## config.mk

```make
export PLATFORM = sky130hd
export DESIGN_NAME = mem_port_arbiter
export DESIGN_NICKNAME = d
export VERILOG_FILES = /design/src/rtl/mem_port_arbiter.sv
export SDC_FILE = /design/constraint.sdc
export NUM_CORES = 1
export LEC_CHECK = 0
export ABC_AREA = 1
export CORE_ASPECT_RATIO = 0.5
export CORE_MARGIN = 2
export CORE_UTILIZATION = 45
export DETAILED_ROUTE_END_ITERATION = 8
export PLACE_DENSITY = 0.86
export SYNTH_ARGS = -nofsm -noshare
export SYNTH_HDL_FRONTEND = slang
export SYNTH_SLANG_ARGS = --single-unit
export TNS_END_PERCENT = 5
```

## constraint.sdc

```tcl
create_clock -name CLK -period 10.9 [get_ports CLK]
set_input_delay 1.635 -clock CLK [delete_from_list [all_inputs] [get_ports CLK]]
set_output_delay 1.635 -clock CLK [all_outputs]
set_load 0.01 [all_outputs]
```

## src/rtl/mem_port_arbiter.sv

```systemverilog
// Two-requester arbiter for the single memory port: load/store (D) has priority over fetch (I),
// with a bounded D streak so a pending fetch cannot starve. One access in flight, registered outputs.
module mem_port_arbiter #(
   parameter int TIMEOUT_CYCLES = 256,
   parameter int D_STREAK_MAX   = 4
) (
   input  logic        CLK,
   input  logic        RST,
   input  logic        I_REQ,
   input  logic [31:0] I_ADDR,
   output logic [31:0] I_RDATA,
   output logic        I_DONE,
   output logic        I_ERR,
   input  logic        D_REQ,
   input  logic        D_WE,
   input  logic [31:0] D_ADDR,
   input  logic [31:0] D_WDATA,
   input  logic [3:0]  D_WSTRB,
   output logic [31:0] D_RDATA,
   output logic        D_DONE,
   output logic        D_ERR,
   output logic        M_REQ,
   output logic        M_WE,
   output logic [31:0] M_ADDR,
   output logic [31:0] M_WDATA,
   output logic [3:0]  M_WSTRB,
   input  logic [31:0] M_RDATA,
   input  logic        M_ACK
);

   localparam int TM_W = (TIMEOUT_CYCLES > 1) ? $clog2(TIMEOUT_CYCLES) : 1;
   localparam int SK_W = (D_STREAK_MAX > 0) ? $clog2(D_STREAK_MAX + 1) : 1;
   localparam logic [TM_W-1:0] TM_LAST = TM_W'(TIMEOUT_CYCLES - 1);
   localparam logic [SK_W-1:0] SK_MAX  = SK_W'(D_STREAK_MAX);

   typedef enum logic [1:0] {ST_IDLE, ST_BUSY, ST_RESP} state_t;

   state_t            state_q, state_d;
   logic [SK_W-1:0]   streak_q, streak_d;
   logic [TM_W-1:0]   timer_q, timer_d;
   logic              owner_q, owner_d;
   logic              m_req_q, m_req_d;
   logic              m_we_q, m_we_d;
   logic [31:0]       m_addr_q, m_addr_d;
   logic [31:0]       m_wdata_q, m_wdata_d;
   logic [3:0]        m_wstrb_q, m_wstrb_d;
   logic [31:0]       i_rdata_q, i_rdata_d;
   logic              i_done_q, i_done_d;
   logic              i_err_q, i_err_d;
   logic [31:0]       d_rdata_q, d_rdata_d;
   logic              d_done_q, d_done_d;
   logic              d_err_q, d_err_d;
   logic              d_wins;

   // I is forced only when it is actually waiting and D has used up its streak
   assign d_wins = D_REQ && !(I_REQ && (D_STREAK_MAX != 0) && (streak_q == SK_MAX));

   always_comb begin
      state_d   = state_q;
      streak_d  = streak_q;
      timer_d   = timer_q;
      owner_d   = owner_q;
      m_req_d   = m_req_q;
      m_we_d    = m_we_q;
      m_addr_d  = m_addr_q;
      m_wdata_d = m_wdata_q;
      m_wstrb_d = m_wstrb_q;
      i_rdata_d = 32'h0;
      i_done_d  = 1'b0;
      i_err_d   = 1'b0;
      d_rdata_d = 32'h0;
      d_done_d  = 1'b0;
      d_err_d   = 1'b0;
      case (state_q)
         ST_IDLE: begin
            if (I_REQ || D_REQ) begin
               state_d = ST_BUSY;
               m_req_d = 1'b1;
               timer_d = '0;
               owner_d = d_wins;
               if (d_wins) begin
                  m_we_d    = D_WE;
                  m_addr_d  = D_ADDR;
                  m_wdata_d = D_WDATA;
                  m_wstrb_d = D_WE ? D_WSTRB : 4'h0;
                  if (!I_REQ)
                     streak_d = '0;
                  else if (streak_q != SK_MAX)
                     streak_d = streak_q + SK_W'(1);
               end else begin
                  m_we_d    = 1'b0;
                  m_addr_d  = I_ADDR;
                  m_wdata_d = 32'h0;
                  m_wstrb_d = 4'h0;
                  streak_d  = '0;
               end
            end
         end
         ST_BUSY: begin
            timer_d = timer_q + TM_W'(1);
            if (M_ACK) begin
               m_req_d = 1'b0;
               state_d = ST_RESP;
               if (owner_q) begin
                  d_done_d  = 1'b1;
                  d_rdata_d = M_RDATA;
               end else begin
                  i_done_d  = 1'b1;
                  i_rdata_d = M_RDATA;
               end
            end else if ((TIMEOUT_CYCLES != 0) && (timer_q == TM_LAST)) begin
               m_req_d = 1'b0;
               state_d = ST_RESP;
               if (owner_q) begin
                  d_done_d = 1'b1;
                  d_err_d  = 1'b1;
               end else begin
                  i_done_d = 1'b1;
                  i_err_d  = 1'b1;
               end
            end
         end
         ST_RESP: state_d = ST_IDLE;
         default: state_d = ST_IDLE;
      endcase
   end

   always_ff @(posedge CLK or posedge RST) begin
      if (RST) begin
         state_q   <= ST_IDLE;
         streak_q  <= '0;
         timer_q   <= '0;
         owner_q   <= 1'b0;
         m_req_q   <= 1'b0;
         m_we_q    <= 1'b0;
         m_addr_q  <= 32'h0;
         m_wdata_q <= 32'h0;
         m_wstrb_q <= 4'h0;
         i_rdata_q <= 32'h0;
         i_done_q  <= 1'b0;
         i_err_q   <= 1'b0;
         d_rdata_q <= 32'h0;
         d_done_q  <= 1'b0;
         d_err_q   <= 1'b0;
      end else begin
         state_q   <= state_d;
         streak_q  <= streak_d;
         timer_q   <= timer_d;
         owner_q   <= owner_d;
         m_req_q   <= m_req_d;
         m_we_q    <= m_we_d;
         m_addr_q  <= m_addr_d;
         m_wdata_q <= m_wdata_d;
         m_wstrb_q <= m_wstrb_d;
         i_rdata_q <= i_rdata_d;
         i_done_q  <= i_done_d;
         i_err_q   <= i_err_d;
         d_rdata_q <= d_rdata_d;
         d_done_q  <= d_done_d;
         d_err_q   <= d_err_d;
      end
   end

   assign M_REQ   = m_req_q;
   assign M_WE    = m_we_q;
   assign M_ADDR  = m_addr_q;
   assign M_WDATA = m_wdata_q;
   assign M_WSTRB = m_wstrb_q;
   assign I_RDATA = i_rdata_q;
   assign I_DONE  = i_done_q;
   assign I_ERR   = i_err_q;
   assign D_RDATA = d_rdata_q;
   assign D_DONE  = d_done_q;
   assign D_ERR   = d_err_q;

endmodule

```

-- After elaboration in Yosys (flattened, before gate mapping)
Cells that the tools add are included.
- register bits after elaboration: 152
- output and inout port bits: 138
- mux-type cells: 36
- eq/ne operators: 7
- reductions and logical operators: 11
- add/sub/neg operators: 2
- operators by type and width (cell ; count):
    $mux W32 ; 8
    $mux W1 ; 16
    $pmux W8 S2 ; 1
    $mux W3 ; 3
    $add A8 B1 Y8 const B ; 1
    $eq A8 B8 Y1 const B ; 1
    $mux W4 ; 2
    $mux W8 ; 1
    $mux W2 ; 3
    $ne A3 B3 Y1 const B ; 2
    $reduce_and A2 Y1 ; 3
    $reduce_and A3 Y1 ; 2
    $pmux W2 S2 ; 1
    $add A3 B1 Y3 const B ; 1
    $eq A3 B3 Y1 const B ; 1
    $ne A3 B2 Y1 const B ; 1
    $eq A2 B1 Y1 const B ; 1
    $logic_and A1 B1 Y1 ; 2
    $logic_not A2 Y1 ; 1
    $ne A2 B2 Y1 const B ; 1
    $pmux W1 S2 ; 1
    $reduce_bool A2 Y1 ; 1
    $logic_not A1 Y1 ; 1
    $logic_or A1 B1 Y1 ; 1

-- Longest topological paths before layout
Gate-level depths: netlist of run 1.
- depth after elaboration: 6
- gate-level depth with buffers: 9

-- Least setup slack after synthesis of run 1
No wires, ideal clock.
- path type: in2reg
- start: in I_REQ
- end: reg state_q[0]
- stages on the path: 4
- slack: 8.560 ns
- arrival time: 2.210 ns
- path through: o21ai_2 -> buf_4 -> buf_2 -> o21ai_0
- word-level cells in the longest chain between the ends: 3
- RTL lines (item ; line ; source):
    start, declared ; 9 ; input logic I_REQ,
    $logic_or A1 B1 Y1 ; 76 ; if (I_REQ || D_REQ) begin
    $ne A2 B2 Y1 (no line) ; n/a ;
    $reduce_and A2 Y1 (no line) ; n/a ;
    end signal, assigned ; 146 ; state_q <= state_d;
    end, declared ; 38 ; state_t state_q, state_d;
Every way passes these cells.
A chain may end at the register's enable or synchronous reset.

-- Worst setup path in the final report of run 1
- start: in I_REQ
- end: reg timer_q[4]
- word-level cells in the longest chain between the ends: 3
- RTL lines (item ; line ; source):
    $logic_or A1 B1 Y1 ; 76 ;
    $ne A2 B2 Y1 (no line) ; n/a ;
    $reduce_and A2 Y1 (no line) ; n/a ;
    end signal, assigned ; 148 ; timer_q <= timer_d;
    end, declared ; 40 ; logic [TM_W-1:0] timer_q, timer_d;
Every way passes these cells.

==> key figures, run 1 <==
Outcome
  • Status: complete, no violations

Die
  • Starting density of the core: between 40% and 50%
  • Die H: between 80 and 90 um
  • Io pins: 276
  • Die width: approximately 170 um
  • Placeable Area: between 10,000 and 15,000 um^2
  • Rows: 29
  • Die area: 14,500 um^2

Global routing
  • Gr usage total: 22.59%
  • GRT overflow: 0
  • Largest net degree at the start of global routing: between 90 and 100
  • Vias in the first global route: 5,232
  • First-pass GRT wire length: 25.42 mm
  • Initial antenna violation count: 0

STA
  • Final period util: 29.26%
  • Fmax: 313.6 MHz
  • Final hold viol count: 0
  • Worst-Margin Slew: 1.162 ns
  • Fin Hold WS: 0.4768 ns
  • TNS Setup: 0 ns
  • Pins Over Slew Limit: 0
  • Tmin final: ~3.2 ns
  • RSZ-0062 raised after global routing: no
  • Post-Route Skew: 0.01781 ns
  • Setup violators final: 0
  • Slew margin rel.: between 20% and 30%

Critical path
  • CP peak stage delay: 0.61 ns
  • Crit path max fanout: 74
  • WS Path Type: in -> reg
  • CP Capture Type: register
  • Buf+Inv Stages, Crit Path: 3
  • Critical Path Slowest Stage Cell: buf_4
  • Nature of the critical path startpoint: input pin
  • Critical path arrival: 3.52 ns
  • Largest delay share family, worst path: buffers and inverters
  • Crit-path most repeated cell: nand2_1
  • CP required: about 11 ns
  • Critical-path cell list: clkdlybuf4s50_1 > o21ai_4 > buf_4 > nand2_1 > inv_1 > nand2_1 > o21ai_0

Clock network
  • CTS H-Tree Depth: 4
  • Setup bufs post-CTS: 0
  • Skew-Pair Late Insertion Delay: 0.42 ns
  • Root Buffer: clkbuf_16
  • Clk buf depth: 2
  • CTS tree: yes
  • PostCTS Resize Cnt: 0
  • # clock sinks: 152
  • Hold Buf Count CTS: 0
  • TritonCTS Buffers: 17
  • Clock Pin Slew Worst Setup and Hold Paths: 0.07 ns

Detailed routing
  • Drt drc: 0
  • Wire length on met1: 6.402 mm
  • Starting DRT DRC Count: around 330
  • DR vias: 5,341
  • Average routed wire per standard cell: 14.41 um
  • WL met3: 886 um
  • Met2 WL: 8.375 mm
  • Avg Vias per Cell: about 4.7
  • Top sig layer: met4
  • WL final: 16.22 mm
  • Antenna viol nets, final: 0
  • Iteration count of the initial detailed-routing pass: 5

Synthesis
  • Synth async-reset ratio: 100.0%
  • Post-synth EDFFs: 0
  • Synth Warn #: 0
  • Main synth FF type: dfrtp_1
  • Seq/Total Area, Yosys: a little over three fifths
  • Gate Count Post-Synth: 680
  • Syn_area_per_cell: roughly 9 um^2
  • Post-synth cell types: 22
  • Syn Std Cell Area: 6075 um^2
  • Synth Register Bits: 152
  • Synth Net Count: 821

Cells and area
  • Synth-to-layout area growth: 55.84%
  • Most frequent cells in the layout: 275 x clkdlybuf4s50_1, 240 x nand2_1, 152 x dfrtp_1
  • NumNets Final: 1,084
  • Final Util: about three quarters
  • N_diodes: 0
  • Share of cells above drive strength 1: under 10%
  • Final Cell Area: ~9500 um^2
  • Commonest non-fill, non-tap cell in the layout: clkdlybuf4s50_1

Worst hold path
  • Worst min path class: reg -> reg

Power and ir drop
  • Leakage power: ~4.6 nW
  • Peak supply drop: 110.0 uV
  • Pwr/cell area: 239.1 nW/um^2

Place
  • Final HPWL DP: between 10 and 15 mm
  • RD Place Congestion: 0.7971
  • Input/output buffers: 275
  • Area post-placement: 8881 um^2

Flow run
  • Max Cap Viol: 0
cells in the mapped netlist (3+ instances only):
master / count / share of area (%)
ha_1: 3 / 0.62
a21oi_1: 3 / 0.25
buf_4: 10 / 1.2
inv_1: 79 / 4.9
o21ai_1: 32 / 2.6
nand2_1: 241 / 15
nor2_1: 38 / 2.3
nor3_1: 66 / 5.4
o21ai_0: 8 / 0.66
dfrtp_1: 152 / 63
nand3_1: 13 / 1.1
buf_2: 13 / 1.1
clkbuf_1: 9 / 0.56
power by group:
part / internal, mW / leakage, nW / switching, mW
sequential: 0.738 / 2.00 / 0.0922
clock: 0.326 / 0.281 / 0.255
combinational: 0.414 / 2.30 / 0.440
final cells by class:
cell class / count / area, um^2
flip-flops and latches: 152 / 3804
clock inverters: 14 / 156.4
well taps: 170 / 212.7
inverters: 82 / 312.8
clock buffers: 18 / 429.2
fillers: 894 / 3451
multi-input cells: 412 / 1777
repair buffers: 278 / 2775
stage by stage:
stage	power [mW]	setup WS, ns	cells
CTS	2.284	7.734	1126
finish	2.264	7.711	1126
global placement	1.668	7.365	1094
floorplan	1.240	5.172	680
detailed placement	1.696	7.290	1094
global route	2.393	7.565	1126
worst reg2reg max path: stages (launching register included):
cell and delay, ns:
dfrtp_1 0.36, nor2_1 0.10, o21ai_4 0.07, buf_4 0.61, nand2_1 0.20, inv_1 0.19
nand2_1 0.06, o21ai_0 0.06
state kept, by name (all words and copies together) (netlist names), 2 cells and up:
name      flops
state_q       2
M_WSTRB       4
M_WDATA      32
timer_q       8
D_RDATA      32
M_ADDR       32
I_RDATA      32
streak_q      3
path summary, 6_finish.rpt:
kind,from,endpoint,slack [ns],depth (start not counted)
min in group asynchronous,RST,I_RDATA[4],1.76,2
max reg2reg,state_q[0],timer_q[4],9.16,7
min,M_WDATA[17],M_WDATA[17],0.48,2
max in group asynchronous,RST,M_ADDR[30],7.87,3
max,I_REQ,timer_q[4],7.71,7
min reg2reg,M_WDATA[17],M_WDATA[17],0.48,2
cell families (layout without fill, tap and decap cells):
group,Yosys count,in the layout,share of synthesized area (%)
AOI/OAI and AO/OA,46,46,3.914
adders and majority gates,3,3,0.6180
xor gates and xnor gates,2,2,0.2884
and+or+nand+nor,361,361,24.26
buffers and inverters,116,392,8.300
DFF,152,152,62.62
layer usage:
layer | track usage (%) | up-vias
li1 | - | 2612
met1 | 25.78 | 2503
met2 | 40.70 | 184
met3 | 5.122 | 42
met4 | 11.44 | 0
met5 | 0 | -
Note: power is estimated with default switching activity, not from simulation.
==> run 2: changes to the inputs <==
Settings changed: CORE_UTILIZATION 45 to 42, PLACE_DENSITY 0.86 to 0.81.
Clock period 10.9 ns to 3.2 ns, I/O delays scaled along.
==> key figures, run 2 (same netlist as run 1, synthesis figures left out) <==
Outcome
  • Status: complete, no violations

Cells and area
  • Number of fill cells in the layout: 1,076 (+20%)
  • Share of cells above drive strength 1: 5.192% (+0.80 points)
  • Number of cells in the finished layout apart from fillers: 1,161 (+3.1%)
  • NumNets Final: 1,091 (+0.65%)
  • Synth-to-layout area growth: 57.69%
  • Most frequent cells in the layout: 275 x clkdlybuf4s50_1, 240 x nand2_1, 152 x dfrtp_1
  • N_diodes: 0 (unchanged)
  • Commonest non-fill, non-tap cell in the layout: clkdlybuf4s50_1
  • Final Util: 66.93% (-6.4 points)

Critical path
  • Largest delay share family, worst path: buffers and inverters
  • Critical R2R Launch: streak_q[0]
  • Critical path arrival: 1.33 ns (-2.19 ns)
  • Critical Path Slowest Stage Cell: clkdlybuf4s50_1
  • Reg2Reg Depth: 7 (unchanged)
  • Worst R2R Setup Slack: 1.54 ns (-7.62 ns)
  • FF-to-FF End: streak_q[1]
  • Nature of the critical path startpoint: register
  • CP required: 2.72 ns (-8.51 ns)
  • CP Capture Type: primary output
  • WS Path Type: reg -> out
  • CP peak stage delay: 0.57 ns (-0.04 ns)
  • Critical-path cell list: clkdlybuf4s50_1
  • Buf+Inv Stages, Crit Path: 1 (-2)
  • Crit path max fanout: 2 (-97%)

Die
  • Die area: 15,500 um^2 (+6.9%)
  • Die H: 89.04 um (+3.3%)
  • Die width: 174.1 um (+3.4%)
  • Io pins: 276 (unchanged)
  • Placeable Area: 14,310 um^2 (+11%)
  • Rows: 31 (+6.9%)
  • Starting density of the core: 42.44% (-4.6 points)

Global routing
  • Largest net degree at the start of global routing: 65 (-32%)
  • First-pass GRT wire length: 26.04 mm (+2.4%)
  • Initial antenna violation count: 0 (unchanged)
  • Gr usage total: 21.20% (-1.4 points)
  • GRT overflow: 0 (unchanged)
  • Vias in the first global route: 5,141 (-1.7%)

Clock network
  • Root Buffer: clkbuf_16
  • # clock sinks: 152 (unchanged)
  • Skew-Pair Late Insertion Delay: 0.41 ns (about the same)
  • PostCTS Resize Cnt: 0 (unchanged)
  • Clk buf depth: 2 (unchanged)
  • Hold Buf Count CTS: 0 (unchanged)
  • CTS H-Tree Depth: 4 (unchanged)
  • Setup bufs post-CTS: 0 (unchanged)
  • CTS tree: yes
  • TritonCTS Buffers: 17 (unchanged)
  • Clock Pin Slew Worst Setup and Hold Paths: 0.07 ns (about the same)

Place
  • Input/output buffers: 275 (unchanged)
  • RD Place Congestion: 0.8356 (+4.8%)
  • Final HPWL DP: 11.50 mm (about the same)
  • Placed Cells incl. Taps: 1,129 (+3.2%)

STA
  • Setup violators final: 0 (unchanged)
  • Tmin final: 1.814 ns
  • Final period util: 56.70%
  • Fmax: 551.2 MHz
  • Final hold viol count: 0 (unchanged)
  • Fin Hold WS: 0.4823 ns (+0.005464 ns)
  • RSZ-0062 raised after global routing: no
  • Slew margin rel.: 42.87% (+21 points)
  • Post-Route Skew: 0.01018 ns (-0.007624 ns)
  • Worst-Margin Slew: 0.8551 ns (-0.3068 ns)
  • TNS Setup: 0 ns (unchanged)
  • Pins Over Slew Limit: 0 (unchanged)

Worst hold path
  • Hold path endpoint: M_WDATA[29]
  • Hold path depth: 2 (unchanged)
  • Worst min path class: reg -> reg
  • Min-Delay Startpoint: M_WDATA[29]

Detailed routing
  • DR vias: 5,317 (-0.45%)
  • Drt drc: 0 (unchanged)
  • WL met3: 733 um (-17%)
  • Average routed wire per standard cell: 13.91 um (-3.4%)
  • Avg Vias per Cell: 4.580 (-3.5%)
  • Wire length on met1: 7.014 mm (+9.6%)
  • Iteration count of the initial detailed-routing pass: 5 (unchanged)
  • Starting DRT DRC Count: 338 (+1.2%)
  • WL final: 16.15 mm (-0.44%)
  • Antenna viol nets, final: 0 (unchanged)
  • Top sig layer: met4
  • Met2 WL: 8.252 mm (-1.5%)

Power and ir drop
  • Pwr/cell area: 803.9 nW/um^2 (+240%)
  • Leakage power: 4.626 nW (+0.97%)
  • Peak supply drop: 467.6 uV (+330%)

Flow run
  • Max Cap Viol: 0 (unchanged)
run 2: cell count changes in the layout (fill, tap and decap cells not counted), sizes merged:
cell    delta
inv        +2
bufinv     -1
buf        +7
clkbuf     -1
run 2: power breakdown:
group,total [mW],leakage (nW),internal [mW],switching (mW)
Combinational,2.95,2.34,1.43,1.52
Clock,1.93,0.284,1.04,0.884
Sequential,2.82,2.00,2.51,0.313
run 2: how the worst max path moves through the flow:
stage,startpoint,end,slack (ns),depth (start not counted)
finish,M_ADDR[28],M_ADDR[28],1.39,1
global route,I_REQ,M_ADDR[5],1.28,6
CTS,M_ADDR[28],M_ADDR[28],1.36,1
detailed placement,I_REQ,streak_q[1],1.04,6
global placement,I_REQ,M_ADDR[24],1.09,6
floorplan,RST,D_DONE,0.80,1
run 2: final cells by class:
class / count / area [um^2] / area share [%]
Sequential cell: 152 / 3804 / 39.71
Timing Repair Buffer: 285 / 2865 / 29.91
Multi-Input combinational cell: 412 / 1777 / 18.55
Clock buffer: 17 / 425.4 / 4.441
Inverter: 82 / 311.5 / 3.252
Tap cell: 198 / 247.7 / 2.586
Clock inverter: 15 / 148.9 / 1.554
run 2: per-stage QoR:
step | instance area, um^2 | power [mW] | setup WS, ns
finish | 9579 | 7.700 | 1.386
global placement | 9005 | 5.717 | 1.093
detailed placement | 9005 | 5.807 | 1.043
floorplan | 6078 | 4.224 | 0.8031
global route | 9579 | 8.213 | 1.284
CTS | 9579 | 7.785 | 1.356
run 2: per-layer routing:
layer	vias to the layer above	global-route usage [%]
li1	2624	-
met3	13	3.784
met5	-	0
met1	2510	26.96
met4	0	6.341
met2	170	38.10
==> run 3: changes to the inputs <==
Clock period 3.2 ns to 1.8 ns, I/O delays scaled along.
==> key figures, run 3 (same netlist as run 1, synthesis figures left out) <==
Outcome
  • Status: complete, no violations

STA
  • Final hold viol count: 0 (unchanged)
  • Setup WS post-layout: 0.1863 ns (-1.199 ns)
  • Post-Route Skew: 0.008793 ns (-0.001389 ns)
  • Tmin final: around 1.6 ns
  • Fmax: approximately 620 MHz
  • Worst-Margin Slew: 0.4092 ns (-0.4459 ns)
  • Final period util: 89.65%
  • Setup violators final: 0 (unchanged)
  • Fin Hold WS: 0.3512 ns (-0.1311 ns)
  • Pins Over Slew Limit: 0 (unchanged)
  • RSZ-0062 raised after global routing: no
  • Slew margin rel.: 72.72% (+30 points)

Critical path
  • Critical path arrival: 1.34 ns (about the same)
  • Nature of the critical path startpoint: register
  • CP required: 1.53 ns (-1.19 ns)
  • Reg2Reg Depth: 8 (+1)
  • CP Capture Type: primary output
  • Largest delay share family, worst path: buffers and inverters
  • WS Path Type: reg -> out
  • Critical Path Slowest Stage Cell: clkdlybuf4s50_1
  • Worst R2R Setup Slack: 0.32 ns (-1.22 ns)
  • FF-to-FF End: M_ADDR[4]
  • Crit path max fanout: 2 (unchanged)
  • Critical R2R Launch: streak_q[0]
  • Buf+Inv Stages, Crit Path: 1 (unchanged)
  • CP peak stage delay: 0.58 ns (about the same)
  • Critical-path cell list: clkdlybuf4s50_1

Power and ir drop
  • Leakage power: 4.643 nW (+0.37%)
  • Switching power share of the total: 34.61% (-0.61 points)
  • Clock group share of total power: 25.5% (+0.4 points)
  • Peak supply drop: 826.0 uV (+77%)
  • Comb power frac: 38.4% (about the same)
  • Pwr/cell area: 1441 nW/um^2 (+79%)
  • Psw: 4.806 mW (+77%)
  • Internal: 9.078 mW (+82%)
  • Seq pwr share: 36.2% (-0.5 points)

Die
  • Rows: 31 (unchanged)
  • Die area: 15,500 um^2 (unchanged)
  • Starting density of the core: 42.44% (unchanged)
  • Die width: 174.1 um (unchanged)
  • Die H: 89.04 um (unchanged)
  • Io pins: 276 (unchanged)
  • Placeable Area: 14,310 um^2 (unchanged)

Cells and area
  • Commonest non-fill, non-tap cell in the layout: clkdlybuf4s50_1
  • Share of cells above drive strength 1: 5.285% (+0.093 points)
  • N_diodes: 0 (unchanged)
  • Synth-to-layout area growth: 58.62%
  • Most frequent cells in the layout: 275 x clkdlybuf4s50_1, 240 x nand2_1, 152 x dfrtp_1
  • NumNets Final: 1,093 (+0.18%)

Detailed routing
  • Top sig layer: met4
  • Average routed wire per standard cell: 13.88 um (-0.20%)
  • WL met3: 702 um (-4.2%)
  • Met2 WL: 8.356 mm (+1.3%)
  • Starting DRT DRC Count: 323 (-4.4%)
  • DR vias: 5,370 (+1.0%)
  • Iteration count of the initial detailed-routing pass: 4 (-1)
  • WL final: 16.15 mm (about the same)
  • Wire length on met1: 6.768 mm (-3.5%)
  • Antenna viol nets, final: 0 (unchanged)
  • Drt drc: 0 (unchanged)
  • Avg Vias per Cell: 4.617 (+0.82%)

Place
  • Input/output buffers: 275 (unchanged)
  • Pre-CTS WS: -0.08107 ns (-1.124 ns)
  • RD Place Congestion: 0.8231 (-1.5%)
  • Final HPWL DP: 11.51 mm (about the same)

Clock network
  • TritonCTS Buffers: 17 (unchanged)
  • Root Buffer: clkbuf_16
  • Setup bufs post-CTS: 0 (unchanged)
  • Hold Buf Count CTS: 0 (unchanged)
  • Clock Pin Slew Worst Setup and Hold Paths: 0.07 ns (about the same)
  • PostCTS Resize Cnt: 0 (unchanged)
  • # clock sinks: 152 (unchanged)
  • CTS tree: yes
  • CTS H-Tree Depth: 4 (unchanged)
  • Skew-Pair Late Insertion Delay: 0.41 ns (about the same)
  • Clk buf depth: 2 (unchanged)

Global routing
  • Gr usage total: 21.09% (-0.11 points)
  • GRT overflow: 0 (unchanged)
  • First-pass GRT wire length: 25.60 mm (-1.7%)
  • Largest net degree at the start of global routing: 80 (+23%)
  • Initial antenna violation count: 0 (unchanged)
  • Vias in the first global route: 5,188 (+0.91%)

Flow run
  • Max Cap Viol: 0 (unchanged)

Worst hold path
  • Worst min path class: in -> async
-- run 3: cell count changes in the layout (fill, tap and decap cells not counted), sizes merged --
cell | before | now
inv | 92 | 88
buf | 10 | 12
bufinv | 0 | 1
clkbuf | 17 | 18
clkinv | 3 | 4
clkinvlp | 2 | 3
-- run 3: layout make-up --
type / instances / area (um^2)
Inverter: 82 / 314.1
Fill cell: 1077 / 4677
Tap cell: 198 / 247.7
Sequential cell: 152 / 3804
Multi-Input combinational cell: 412 / 1777
Timing Repair Buffer: 287 / 2905
Clock inverter: 14 / 158.9
Clock buffer: 18 / 429.2
-- run 3: routing by layer --
layer	vias to the layer above	GRT usage [%]
met3	28	4.464
met1	2550	25.72
met5	-	0
met4	0	8.938
met2	165	37.49
li1	2627	-
-- run 3: worst max path at each step --
stage	startpoint	end	slack, ns	cells past startpoint
after floorplan	RST	D_DONE	-0.39	1
after global placement	D_REQ	M_WSTRB[2]	-0.01	5
after detailed placement	D_REQ	streak_q[1]	-0.08	5
after CTS	state_q[0]	streak_q[1]	0.11	5
after global routing	M_WDATA[25]	M_WDATA[25]	0.13	1
final	M_WDATA[10]	M_WDATA[10]	0.19	1
-- run 3: power by group through the flow --
stage	Combinational [mW]	Sequential [mW]	Clock, mW
final	5.33	5.02	3.53
after global routing	5.84	5.15	3.79
after CTS	5.39	5.02	3.60
after detailed placement	5.38	5.05	0
after global placement	5.24	5.02	0
after floorplan	2.03	5.48	0
-- run 3: per-stage QoR --
step / instances / cell area [um^2] / setup TNS (ns) / power, mW / utilization [%]
after CTS: 1163 / 9633 / 0 / 14.01 / 67.30
after global placement: 1131 / 9045 / -0.06647 / 10.27 / 63.20
after floorplan: 680 / 6078 / -58.82 / 7.510 / -
after global routing: 1163 / 9635 / 0 / 14.77 / 67.32
final: 1163 / 9635 / 0 / 13.88 / 67.32
after detailed placement: 1131 / 9045 / -0.7437 / 10.43 / 63.20
==> RTL edit 1 (config.mk and constraints of run 2) <==
`m_addr_q`, `m_wdata_q`, `i_rdata_q` and `d_rdata_q` no longer have a reset.
--- a/src/rtl/mem_port_arbiter.sv
+++ b/src/rtl/mem_port_arbiter.sv
@@ -133,13 +133,9 @@
          owner_q   <= 1'b0;
          m_req_q   <= 1'b0;
          m_we_q    <= 1'b0;
-         m_addr_q  <= 32'h0;
-         m_wdata_q <= 32'h0;
          m_wstrb_q <= 4'h0;
-         i_rdata_q <= 32'h0;
          i_done_q  <= 1'b0;
          i_err_q   <= 1'b0;
-         d_rdata_q <= 32'h0;
          d_done_q  <= 1'b0;
          d_err_q   <= 1'b0;
       end else begin
@@ -149,16 +145,19 @@
          owner_q   <= owner_d;
          m_req_q   <= m_req_d;
          m_we_q    <= m_we_d;
-         m_addr_q  <= m_addr_d;
-         m_wdata_q <= m_wdata_d;
          m_wstrb_q <= m_wstrb_d;
-         i_rdata_q <= i_rdata_d;
          i_done_q  <= i_done_d;
          i_err_q   <= i_err_d;
-         d_rdata_q <= d_rdata_d;
          d_done_q  <= d_done_d;
          d_err_q   <= d_err_d;
       end
+   end
+
+   always_ff @(posedge CLK) begin
+      m_addr_q  <= m_addr_d;
+      m_wdata_q <= m_wdata_d;
+      i_rdata_q <= i_rdata_d;
+      d_rdata_q <= d_rdata_d;
    end
 
    assign M_REQ   = m_req_q;
Behaviour: not the same (a bounded check fails within 4 cycles, from zero or initial values and one cycle with RST high).
==> RTL edit 1 against run 2 <==
- fmax is 3.3% lower
- cell area decreased by 6.8%
- routed wire length decreased by 9.9%
- area after synthesis decreased by 9.4%
- global-route usage shrank 0.43 points
- non-clock buffer count decreased by 3
- sequential power decreased by 5%
- first-iteration DRC count increased by 0.59%
- setup slack worse by 0.062 ns
- clock skew fell by 0.0024 ns
- sequential cell count unchanged
- highest routed layer unchanged
- power down 17%
- count of clock-buffer cells in the layout grew 2
==> RTL edit 1: results (changes against run 2) <==
stage,metric,value,unit,change
yosys,ys_types,24,,+9.1%
yosys,synthTopCellsByArea,"edfxtp_1 35%, dfxtp_1 23%, dfrtp_1 11%, nor2_1 7.3%, nand2_1 7.2%",,
grt,grt_use_met1,22.5,%,-4.4 points
clock_network,clockBufferDepth,2,,unchanged
sta,finClkSkew,0.00780,ns,-0.00239 ns
power_and_ir_drop,powerSeq,2690,uW,-5%
yosys,synth_common_cells,"107 x nor2_1, 105 x nand2_1, 79 x inv_1, 64 x dfxtp_1, 64 x edfxtp_1",,
placed_design,dp_slack,0.964,ns,-0.0788 ns
placed_design,dpl_cell_area,8360,um^2,-7.1%
grt,grt_use_total,20.8,%,-0.43 points
power_and_ir_drop,ir_worst_vdd,0.000397,V,-15%
placed_design,dp_hpwl,10.6,mm,-7.5%
worst_setup_path,worst_path_largest_cell_delay,0.39,ns,-0.18 ns
grt,grt_pass1_wl,23.0,mm,-12%
routing,drt-total-wl,14.6,mm,-9.9%
routing,viasPerCell,4.54,,-0.88%
routing,wl_met2,7.67,mm,-7.0%
yosys,seq_area_frac_synth,69.1,%,+6.5 points
outcome,status,finished clean,,
placed_design,gp_congestion,0.854,,+2.2%
sta,tightest_slew,0.873,ns,+0.0182 ns
grt,use_met3,6.34,%,+2.6 points
yosys,synthArstFlopShare,15.8,%,-84 points
grt,met2_usage,38.0,%,-0.079 points
yosys,ys.warnings.count,0,,unchanged
clock_network,cts_setup_buffers,0,,unchanged
routing,first_iter_violations,340,,+0.59%
final_layout,drive_gt1_share,5.31,%,+0.12 points
clock_network,htree_num_levels,4,,unchanged
yosys,synth_edf_count,64,,+64
grt,grt_max_degree,65,,unchanged
yosys,synth_fp_nets,679,,-17%
power_and_ir_drop,power.switching,1790,uW,-34%
routing,highest_layer,met4,,
routing,wl_met1,5.43,mm,-23%
final_layout,final_nets,958,,-12%
worst_setup_path,critPathArrivalTime,1.96,ns,+0.63 ns
clock_network,cts-resized-gates,0,,unchanged
final_layout,fill_cells,909,,-16%
worst_setup_path,worst_path_max_delay_cell,dfrtp_1,,
grt,grt_pass1_vias,4656,,-9.4%
routing,routed-wl-met3,1.09,mm,+49%
routing,first_pass_iters,5,,unchanged
placed_design,placedCellCount,968,,-14%
final_layout,fin_cells,999,,-14%
yosys,synthFlopType,edfxtp_1,,
worst_setup_path,critPathMaxFanout,19,,+17
power_and_ir_drop,pwr-share-comb,27.8,%,-10 points
worst_hold_path,hp-class,register to register,,
yosys,synth_cells,538,,-21%
clock_network,clk_latency,0.40,ns,
power_and_ir_drop,p_clk_share,30.1,%,+5.0 points
power_and_ir_drop,leakagePower,0.00386,uW,-17%
==> RTL edit 1: changes by cell type in the layout (fill, tap and decap cells not counted), sizes merged, moves of 10 or more <==
cell | before | now
nand3 | 15 | 41
dfrtp | 152 | 24
edfxtp | 0 | 64
nor2 | 38 | 109
dfxtp | 0 | 64
nand2 | 242 | 106
nor3 | 66 | 2
inv | 92 | 82
o21ai | 41 | 12
==> RTL edit 1: cell type report <==
| type | count | area (um^2) | area share, % |
|---|---|---|---|
| flip-flops and latches | 152 | 3800 | 42.6 |
| repair buffers | 282 | 2820 | 31.6 |
| multi-input cells | 283 | 1220 | 13.7 |
| clock buffers | 19 | 433 | 4.85 |
| inverters | 81 | 304 | 3.41 |
| well taps | 170 | 213 | 2.38 |
| clock inverters | 12 | 129 | 1.44 |
==> RTL edit 1: logic make-up (layout without fill, tap and decap cells) <==
kind of cell    Yosys count  after routing  share of synthesized area [%]
flops                   152            152                           69.1
simple gates            264            264                           19.8
buf+inv                 103            394                           8.70
xor+xnor                  1              1                          0.159
compound gates           15             15                           1.59
fa+ha+maj                 3              3                          0.682
==> RTL edit 1: worst paths after layout <==
path	from	endpoint	slack, ns	depth (start not counted)
worst max-delay path	state_q[1]$_DFFE_PP0P_	M_WDATA[26]$_SDFFCE_PP0P_	1.32	4
worst min-delay path	M_REQ$_DFFE_PP0P_	M_REQ$_DFFE_PP0P_	0.48	2
worst max register to register	state_q[1]$_DFFE_PP0P_	M_WDATA[26]$_SDFFCE_PP0P_	1.32	4
worst min register to register	M_REQ$_DFFE_PP0P_	M_REQ$_DFFE_PP0P_	0.48	2
max in group asynchronous	RST	timer_q[1]$_DFFE_PP0P_	2.09	2
min in group asynchronous	RST	M_WSTRB[2]$_DFFE_PP0P_	0.56	2
==> RTL edit 2 (settings of run 2) <==
Made on the original files. `D_STREAK_MAX`: 4 -> 8.
--- a/src/rtl/mem_port_arbiter.sv
+++ b/src/rtl/mem_port_arbiter.sv
@@ -2,7 +2,7 @@
 // with a bounded D streak so a pending fetch cannot starve. One access in flight, registered outputs.
 module mem_port_arbiter #(
    parameter int TIMEOUT_CYCLES = 256,
-   parameter int D_STREAK_MAX   = 4
+   parameter int D_STREAK_MAX   = 8
 ) (
    input  logic        CLK,
    input  logic        RST,
Check against the original RTL: same outputs for any inputs over 4 cycles, from zero or initial values and one cycle with RST high; that may be too few to reach the edited logic, so the function may still have changed.
==> RTL edit 2 against run 2 <==
- sequential cell count is 1 higher
- hold slack worse by 0.0043 ns
- critical endpoint is now M_WDATA[5]$_DFFE_PP0P_
- area after synthesis is 4.7% higher
- first-iteration DRC count decreased by 5.0%
- die area is 4.5% higher
- core utilization up 0.14 points
- cell area rose by 2.4%
- highest routed layer unchanged
- routed wire length is 5.8% higher
- setup slack lost 0.087 ns
- power down 0.29%
- critical path depth grew 8
- final cell count increased by 4.6%
==> RTL edit 2: results (changes against run 2) <==
stage,metric,value,unit,change
outcome,status,finished clean,,
power_and_ir_drop,ir_worst_vdd,0.000419,V,-10%
clock_network,clk_latency,0.42,ns,
worst_setup_path,path_delay_family,simple AND/OR/NAND/NOR gates,,
clock_network,htree_num_levels,4,,unchanged
sta,finClkSkew,0.00891,ns,-0.00127 ns
worst_setup_path,worst_path_largest_cell_delay,0.59,ns,+0.02 ns
final_layout,final_nets,1145,,+4.9%
grt,antenna_found_initial,0,,unchanged
sta,tightest_slew,0.724,ns,-0.131 ns
yosys,synthTopCellsByArea,"dfrtp_1 60%, nand2_1 15%, inv_1 6.7%, nand3_1 5.7%, nor3_1 5.1%",,
routing,routed-wl-met3,989,um,+35%
clock_network,clk_pin_slew,0.06,ns,
power_and_ir_drop,leakagePower,0.00489,uW,+5.6%
yosys,ys_types,24,,+9.1%
grt,grt_pass1_vias,5660,,+10%
clock_network,cts-resized-gates,0,,unchanged
routing,wl_met1,7.05,mm,+0.53%
final_layout,drive_gt1_share,5.12,%,-0.074 points
yosys,synth_common_cells,"250 x nand2_1, 153 x dfrtp_1, 113 x inv_1, 72 x nand3_1, 65 x nor3_1",,
placed_design,dpl_cell_area,9250,um^2,+2.8%
routing,first_pass_iters,6,,+1
placed_design,gp_congestion,0.821,,-1.8%
placed_design,dp_slack,0.981,ns,-0.0612 ns
worst_hold_path,hp-class,register to register,,
grt,grt_use_total,21.3,%,+0.11 points
worst_setup_path,critPathMaxFanout,33,,+31
worst_setup_path,worst_path_max_delay_cell,nor2_4,,
power_and_ir_drop,p_int,4980,uW,-0.25%
yosys,seq_area_frac_synth,60.2,%,-2.4 points
yosys,synthFlopType,dfrtp_1,,
grt,grt_max_degree,116,,+78%
sta,final.setup.tns,0,ns,unchanged
routing,highest_layer,met4,,
yosys,synth_fp_nets,878,,+6.9%
grt,grt_pass1_wl,27.3,mm,+4.7%
routing,viasPerCell,4.66,,+1.8%
routing,drt-total-wl,17.1,mm,+5.8%
placed_design,dp_hpwl,12.1,mm,+5.1%
clock_network,clockBufferDepth,2,,unchanged
final_layout,antenna_cells,0,,unchanged
clock_network,root_buffer,clkbuf_16,,
yosys,synthArstFlopShare,100,%,unchanged
routing,first_iter_violations,321,,-5.0%
worst_setup_path,critPathArrivalTime,2.26,ns,+0.93 ns
routing,wl_met2,8.64,mm,+4.6%
floorplanning,rows,31,,unchanged
[RTL edit 2: cell types whose count changed after synthesis, sizes merged, moves of 2 or more]
cell	delta
buf	-3
clkbuf	+7
inv	+33
nand2	+10
nand3	+57
nand4	+2
nor2	-20
o21ai	-29
xor2	-2
[RTL edit 2: worst min-delay path, delay by kind of cell (launching register included)]
family | cells | cell delay [ns]
AND/OR/NAND/NOR | 2 | 0.10
flip-flops | 1 | 0.34
[RTL edit 2: metrics by stage]
stage,cells,power [uW]
floorplan,737,4220
global placement,1183,5740
detailed placement,1183,5830
CTS,1214,7740
global route,1214,8150
finish,1214,7680
[RTL edit 2: per-layer routing]
metal  vias to the layer above  track usage (%)
met5                         -                0
met4                         0             8.27
met3                        35             4.52
met2                       187             37.0
met1                      2655             26.1
li1                       2782                -
[RTL edit 2: cell type report]
type                       instances  area [um^2]
inverter                         115          435
fill                            1162         4820
sequential                       153         3830
clock inverter                    14          129
multi-input combinational        431         1890
tap                              198          248
clock buffer                      17          425
timing repair buffer             286         2850
[RTL edit 2: logic make-up (layout without fill, tap and decap cells)]
kind of cell,Yosys count,in the layout,synth area share (%)
xor+xnor,1,1,0.138
buf+inv,153,432,10.0
flops,153,153,60.2
simple gates,410,410,27.4
fa+ha+maj,3,3,0.590
compound gates,17,17,1.57
[RTL edit 2: path summary, 6_finish.rpt]
kind	end	slack (ns)	depth (start not counted)	startpoint
max	M_WDATA[5]$_DFFE_PP0P_	1.30	9	streak_q[0]$_DFFE_PP0P_
min	M_WSTRB[1]$_DFFE_PP0P_	0.48	2	M_WSTRB[1]$_DFFE_PP0P_
max reg2reg	M_WDATA[5]$_DFFE_PP0P_	1.30	9	streak_q[0]$_DFFE_PP0P_
min reg2reg	M_WSTRB[1]$_DFFE_PP0P_	0.48	2	M_WSTRB[1]$_DFFE_PP0P_
max in group asynchronous	M_WDATA[6]$_DFFE_PP0P_	2.11	3	RST
min in group asynchronous	D_RDATA[12]$_DFF_PP0_	0.58	3	RST
[RTL edit 2: power groups by stage]
stage                     Clock, uW  Sequential (uW)  Combinational, uW
after global placement            0             2870               2880
final                          1890             2860               2920
after global routing           2020             2940               3190
after detailed placement          0             2880               2950
after CTS                      1920             2870               2960
after floorplan                   0             3110               1110
